File: src/rtl/ifid_inst_buffer_pkg.sv
// IF-to-ID packet layout and default buffer depth shared by the fetch/decode decoupling buffer.
package ifid_inst_buffer_pkg;

  localparam int IFID_BUS_W   = 66;
  localparam int EXCP_EN_BIT  = 65;
  localparam int EXCP_NUM_BIT = 64;
  localparam int PC_MSB       = 63;
  localparam int PC_LSB       = 32;
  localparam int INST_MSB     = 31;
  localparam int IBUF_DEPTH   = 2;

  typedef struct packed {
    logic        excp_en;
    logic        excp_num;
    logic [31:0] pc;
    logic [31:0] inst;
  } ifid_pkt_t;

endpackage

File: src/rtl/ifid_ibuf_ram.sv
// DEPTH x BUS_W packet storage: one synchronous write port, asynchronous read port, no reset.
module ifid_ibuf_ram #(
  parameter int DEPTH = 2,
  parameter int BUS_W = 66,
  parameter int AW    = $clog2(DEPTH)
) (
  input  logic             clk,
  input  logic             we,
  input  logic [AW-1:0]    waddr,
  input  logic [BUS_W-1:0] wdata,
  input  logic [AW-1:0]    raddr,
  output logic [BUS_W-1:0] rdata
);

  logic [BUS_W-1:0] mem [DEPTH];

  always_ff @(posedge clk) begin
    if (we) mem[waddr] <= wdata;
  end

  assign rdata = mem[raddr];

endmodule

File: src/rtl/ifid_inst_buffer.sv
// IF->ID decoupling FIFO holding fetched packets while decode stalls; flush squashes all contents.
// Latency 1 cycle (0 when IFID_IBUF_BYPASS_EN is defined and the buffer is empty with decode ready).
// Backpressure: in_ready drops only when full and never looks at out_ready; flush blocks push and pop.
module ifid_inst_buffer
  import ifid_inst_buffer_pkg::*;
#(
  parameter int DEPTH = IBUF_DEPTH,
  parameter int BUS_W = IFID_BUS_W
) (
  input  logic                       clk,
  input  logic                       resetn,
  input  logic                       in_valid,
  input  logic [BUS_W-1:0]           in_bus,
  output logic                       in_ready,
  output logic                       out_valid,
  output logic [BUS_W-1:0]           out_bus,
  input  logic                       out_ready,
  input  logic                       flush,
  output logic [$clog2(DEPTH+1)-1:0] occupancy
);

  localparam int AW = $clog2(DEPTH);
  localparam int CW = $clog2(DEPTH + 1);
  localparam logic [CW-1:0] FULL = CW'(DEPTH);

  logic [AW-1:0]    rd_ptr, wr_ptr;
  logic [CW-1:0]    count;
  logic [BUS_W-1:0] rd_dat;
  logic             empty, push, pop;

  assign empty    = (count == '0);
  assign in_ready = (count != FULL);

`ifdef IFID_IBUF_BYPASS_EN
  logic bypass;
  // An arriving packet is shown directly while empty; it is only stored if decode does not take it.
  assign bypass    = empty & in_valid & ~flush & resetn;
  assign out_valid = ~empty & ~flush | bypass;
  assign out_bus   = bypass ? in_bus : (out_valid ? rd_dat : '0);
  assign push      = in_valid & in_ready & ~flush & ~(bypass & out_ready);
`else
  assign out_valid = ~empty & ~flush;
  assign out_bus   = out_valid ? rd_dat : '0;
  assign push      = in_valid & in_ready & ~flush;
`endif

  assign pop       = out_valid & out_ready & ~empty;
  assign occupancy = count;

  always_ff @(posedge clk or negedge resetn) begin
    if (!resetn) begin
      rd_ptr <= '0;
      wr_ptr <= '0;
      count  <= '0;
    end else if (flush) begin
      rd_ptr <= '0;
      wr_ptr <= '0;
      count  <= '0;
    end else begin
      if (push) wr_ptr <= wr_ptr + AW'(1);
      if (pop)  rd_ptr <= rd_ptr + AW'(1);
      case ({push, pop})
        2'b10:   count <= count + CW'(1);
        2'b01:   count <= count - CW'(1);
        default: count <= count;
      endcase
    end
  end

  ifid_ibuf_ram #(
    .DEPTH (DEPTH),
    .BUS_W (BUS_W),
    .AW    (AW)
  ) u_ram (
    .clk   (clk),
    .we    (push),
    .waddr (wr_ptr),
    .wdata (in_bus),
    .raddr (rd_ptr),
    .rdata (rd_dat)
  );

endmodule

File: config.mk
export PLATFORM = sky130hd
export DESIGN_NAME = ifid_inst_buffer
export DESIGN_NICKNAME = d
export VERILOG_FILES = /design/src/rtl/ifid_inst_buffer_pkg.sv /design/src/rtl/ifid_ibuf_ram.sv /design/src/rtl/ifid_inst_buffer.sv
export SDC_FILE = /design/constraint.sdc
export NUM_CORES = 1
export LEC_CHECK = 0
export ABC_AREA = 1
export BUFFER_PORTS_ARGS = -buffer_cell sky130_fd_sc_hd__clkbuf_2
export CAP_MARGIN = 20
export CELL_PAD_IN_SITES_DETAIL_PLACEMENT = 1
export CELL_PAD_IN_SITES_GLOBAL_PLACEMENT = 2
export CORE_MARGIN = 2
export CORE_UTILIZATION = 30
export DETAILED_ROUTE_END_ITERATION = 10
export GPL_TIMING_DRIVEN = 1
export PLACE_DENSITY = 0.75
export SYNTH_ARGS = -nofsm -noshare
export SYNTH_HDL_FRONTEND = slang
export SYNTH_SLANG_ARGS = --single-unit
export TNS_END_PERCENT = 1
File: constraint.sdc
create_clock -name clk -period 4.5 [get_ports clk]
set_input_delay 0.9 -clock clk [delete_from_list [all_inputs] [get_ports clk]]
set_output_delay 0.9 -clock clk [all_outputs]
set_load 0.01 [all_outputs]
* Word-level counts from Yosys, hierarchy flattened
Memories as Yosys holds them, arrays and structs flattened.
Index checks and enable logic that the tools add are counted.
** Word-level totals
- Output and inout port bits :: 70
- Logic and storage cells :: 31
- Memories :: 1
- Bits in writable memories :: 132
- Register bits after elaboration :: 4
- Bits of input ports :: 71
** Cells by class
- Multiplexer cells :: 9
- $add $sub $neg :: 4
- Reductions and logical operators :: 4
- Bitwise logic cells :: 7
- Eq/ne operators :: 3
** Memory list
- u_ram.mem :: depth 2, bits a word 66, rd ports 1, clocked after Yosys merged registers in 0, write ports 1, RTL line ifid_ibuf_ram.sv:15 : logic [BUS_W-1:0] mem [DEPTH];
** Operator list (count)
- $mux W66 :: 1
- $mux W1 :: 6
- $and A1 B1 Y1 :: 5
- $pmux W2 S2 :: 1
- $reduce_bool A2 Y1 :: 2
- $reduce_bool A3 Y1 :: 1
- $add A1 B1 Y1 const B :: 2
- $add A2 B1 Y2 const B :: 1
- $eq A2 B1 Y1 const B :: 1
- $eq A2 B2 Y1 const B :: 1
- $logic_not A2 Y1 :: 1
- $mux W2 :: 1
- $ne A2 B2 Y1 const B :: 1
- $not A1 Y1 :: 2
- $sub A2 B1 Y2 const B :: 1

* Logic depth before layout (Yosys ltp)
- Word-level depth :: 8
- Gate-level depth with buffers :: 9
- Gate-level depth less buffers :: 9

* Modules after synthesis
Synthesis repeated with hierarchy kept, for this count alone.
** Second synthesis, totals
- Cells, all modules :: 525
- Area, all modules :: 5969.5 um^2
** By module, submodules not included
- ifid_ibuf_ram :: times used 1, sequential area each 3963.8 um^2, cells each 349, area each 4808.4 um^2
- ifid_inst_buffer :: times used 1, sequential area each 100.1 um^2, cells each 176, area each 1161.1 um^2

* Least setup slack after synthesis
Ideal clock, no wire load.
- Kind :: input to register
- Start point :: input in_valid
- End point :: memory u_ram.mem[0][0], enable pin
- Data required time :: 4.010 ns
- Arrival time :: 3.902 ns
- Stages :: 4
- Setup time :: 0.490 ns
- Slack :: 0.107 ns
- Buffers on the path :: 0
- Cells stage by stage :: nand2_1 -> inv_1 -> nand2_1 -> nor2_1
** Between the ends
- Word-level cells in the longest chain between the ends :: 4
** Ends and longest elaborated chain
- start: declaration :: RTL line ifid_inst_buffer.sv:12 : input logic in_valid,
- $and A1 B1 Y1 (2 in series) :: RTL line ifid_inst_buffer.sv:44 : assign push = in_valid & in_ready & ~flush;
- $mux W1 :: RTL line ifid_ibuf_ram.sv:18 : if (we) mem[waddr] <= wdata;
- $mux W1 (implied by the code) :: RTL line ifid_ibuf_ram.sv:18
- end: declaration :: RTL line ifid_ibuf_ram.sv:15
No other way between the ends.

* Worst setup path after layout
- Start point :: input flush
- End point :: output out_bus[41]
** Between the ends
- Word-level cells in the longest chain between the ends :: 3
** Ends and longest elaborated chain
- start: declaration :: RTL line ifid_inst_buffer.sv:18 : input logic flush,
- $not A1 Y1 :: RTL line ifid_inst_buffer.sv:42 : assign out_valid = ~empty & ~flush;
- $and A1 B1 Y1 :: RTL line ifid_inst_buffer.sv:42
- $mux W66 :: RTL line ifid_inst_buffer.sv:43 : assign out_bus = out_valid ? rd_dat : '0;
- end: declaration :: RTL line ifid_inst_buffer.sv:16 : output logic [BUS_W-1:0] out_bus,
No other way between the ends.

==> flow_metrics.tcl <==
set metrics [dict create \
    outcome "finished, final reports clean" \
    hold_path.class "in -> async" \
    grt_pass1_wl_mm 19.03 \
    synth-seq-cells 136 \
    slew_headroom_pct 31.74 \
    ys_seq_area_share_pct 72.27 \
    dp_cells 745 \
    wirelength_mm 11.78 \
    finalNetCount 601 \
    cp_num_buf_inv 4 \
    switching_share_pct 24.54 \
    ant_nets 0 \
    htreeDepth 4 \
    power.density_mw_per_mm2 446.7 \
    slowest_stage "nor2_4" \
    worst_slew_pin_slew_ps 1024 \
    drv_slew 0 \
    finalHoldViolCount 0 \
    p_int_mw 2.405 \
    cts_setup_buffers 0 \
    leakage_nw 3.236 \
    detail_route.wl_per_cell_microns 15.16 \
    postPlaceCellArea_sq_mm 0.006593 \
    grt_pass1_vias 3741 \
    avgSynthCellArea_sq_um 14.68 \
    synth_cells 383 \
    cts.sinks 136 \
    path_max_fanout 39 \
    yosys-top-cells-area "edfxtp_1 70%, mux2_2 9.6%, nand2_1 5.5%" \
    fin_crit_sh_pct 71.83 \
    fin_cells 777 \
    combPwrFrac_pct 12.2 \
    path_cells "clkbuf_2 -> nor2_4 -> buf_12 -> nand2_1 -> inv_1 -> clkbuf_2" \
    rsz0062_at_grt "false" \
    area_growth_pct 26.86 \
    antenna_cells 0 \
    ff2ff_path_depth 7 \
    r2r_slack_ps 2140 \
    cts.reportedPaths.clkPinSlew_ps 60 \
    insertion_delay_ps 420 \
    cts-buffers-inserted 17 \
    detailed_place_hpwl_mm 7.633 \
    die_w_microns 140.9 \
    final_common_cell "clkbuf_2" \
    cts_resized 0 \
    path_common_cell "clkbuf_2" \
    clkPwrFrac_pct 40.2 \
    path_depth 6 \
    crit_family "simple AND/OR/NAND/NOR gates" \
    synth_cell_types 17 \
    antenna_found_initial 0 \
    peakVddDrop_mv 0.2591 \
    start_kind "input pin" \
    yosysWarnings 0 \
    drtIter0Drc 116 \
    dieArea_sq_mm 0.01985 \
    via_per_inst 4.331 \
    cpPeakStageDelay_ps 670 \
    synth.largest_area_cell "edfxtp_1" \
    setup_tns_ps 0 \
    clock_skew_ps 6.541 \
    routabilityCongestion 0.6734 \
    grt_overflow 0 \
    port-buffer-count 140 \
    layout-drive-gt1-share_pct 44.75 \
    synth_top_area_share_pct 70.49 \
    power_mw 3.187 \
    grt_max_degree 69 \
    cp.required_ps 3600 \
    grtUsageTotal_pct 12.69 \
    ioPinCount 141 \
    cap_violations 0 \
    dieHeight_microns 140.9 \
    path_class "in -> out" \
    drt_pass1_iterations 4 \
    clock_path_buffers 2 \
    cts_hold_buf 0 \
    num_vias 3365 \
    min_period_ps 3233 \
    syn-num-nets 454 \
    cts_tree "done" \
    initial_core_util_pct 30.36 \
    mostFrequentLayoutCells "140 x clkbuf_2, 132 x edfxtp_1, 82 x nand2_1" \
    postLayoutCellArea_sq_mm 0.007133 \
    pwr-share-seq_pct 47.6 \
    end_kind "output port" \
    fp-row-count 50 \
    core_sq_mm 0.01852 \
    p_switching_mw 0.7819 \
    drc_errors 0 \
    holdWs_ps 285.0 \
    arrival_ps 2330 \
    root_buffer "clkbuf_16" \
    setup_violations 0 \
    fmax_mhz 309.4 \
    syn_area_sq_mm 0.005623 \
]
==> final timing paths <==
check,endpoint,start
min reg2reg,wr_ptr,wr_ptr
min in group clk,wr_ptr,wr_ptr
max in group asynchronous,rd_ptr,resetn
max reg2reg,u_ram.mem[0][50],occupancy[0]
min,occupancy[1],resetn
max,out_bus[41],flush
==> final cells by class <==
class / instances / area [sq um]
fillers: 1983 / 11380
clock buffers: 19 / 432.9
well taps: 234 / 292.8
flip-flops and latches: 136 / 4068
multi-input cells: 161 / 1205
clock inverters: 13 / 107.6
repair buffers: 143 / 760.7
inverters: 71 / 266.5
==> registers in the layout, summed over array words and instances (netlist names) <==
register,cells
u_ram.mem,132
occupancy,2
rd_ptr,1
wr_ptr,1
==> power by group through the flow <==
stage / Sequential [mW] / Combinational, mW / Clock [mW]
3_3_place_gp: 1.54 / 0.392 / 0
3_5_place_dp: 1.55 / 0.400 / 0
6_report: 1.52 / 0.388 / 1.28
2_1_floorplan: 1.51 / 0.284 / 0
4_1_cts: 1.52 / 0.402 / 1.31
5_1_grt: 1.53 / 0.435 / 1.37
==> cell usage after synthesis <==
library cell,n
a21oi_1,1
buf_2,8
buf_4,3
buf_6,4
dfrtp_1,4
edfxtp_1,132
inv_1,70
inv_2,1
mux2_2,48
mux2_4,18
nand2_1,82
nand3_1,4
nand4_1,1
nor2_1,3
nor2_2,2
o21ai_0,1
o22ai_1,1
==> routing by layer <==
layer	up-vias	global-route usage, %	share of wire, %
li1	1585	-	-
met1	1670	14.25	42
met2	97	22.26	51
met3	13	4.110	5.0
met4	0	5.263	1.6
met5	-	0	0
==> worst register-to-register path, cell delays in order, from the launching register on <==
cell     delay [ps]
dfrtp_1         430
inv_2            60
nand2_1         110
nand2_1         140
inv_1           130
nand2_1         110
nor2_4          690
buf_12          330
==> kinds of logic (layout without fill, tap and decap cells) <==
logic type / Yosys count / count (layout) / synth area share, %
AO/OA/AOI/OAI: 3 / 3 / 0.2892
flip-flops: 136 / 136 / 72.27
buffers and inverters: 86 / 246 / 6.653
multiplexers: 66 / 66 / 14.42
AND/OR/NAND/NOR: 92 / 92 / 6.364
==> stage by stage <==
stage / setup slack, ps / util, %
floorplan: 107.3 / -
global placement: 1242 / 35.60
CTS: 1188 / 38.52
detailed placement: 1190 / 35.60
finish: 1267 / 38.52
global route: 1118 / 38.52
Power figures use the tool's default switching activity.
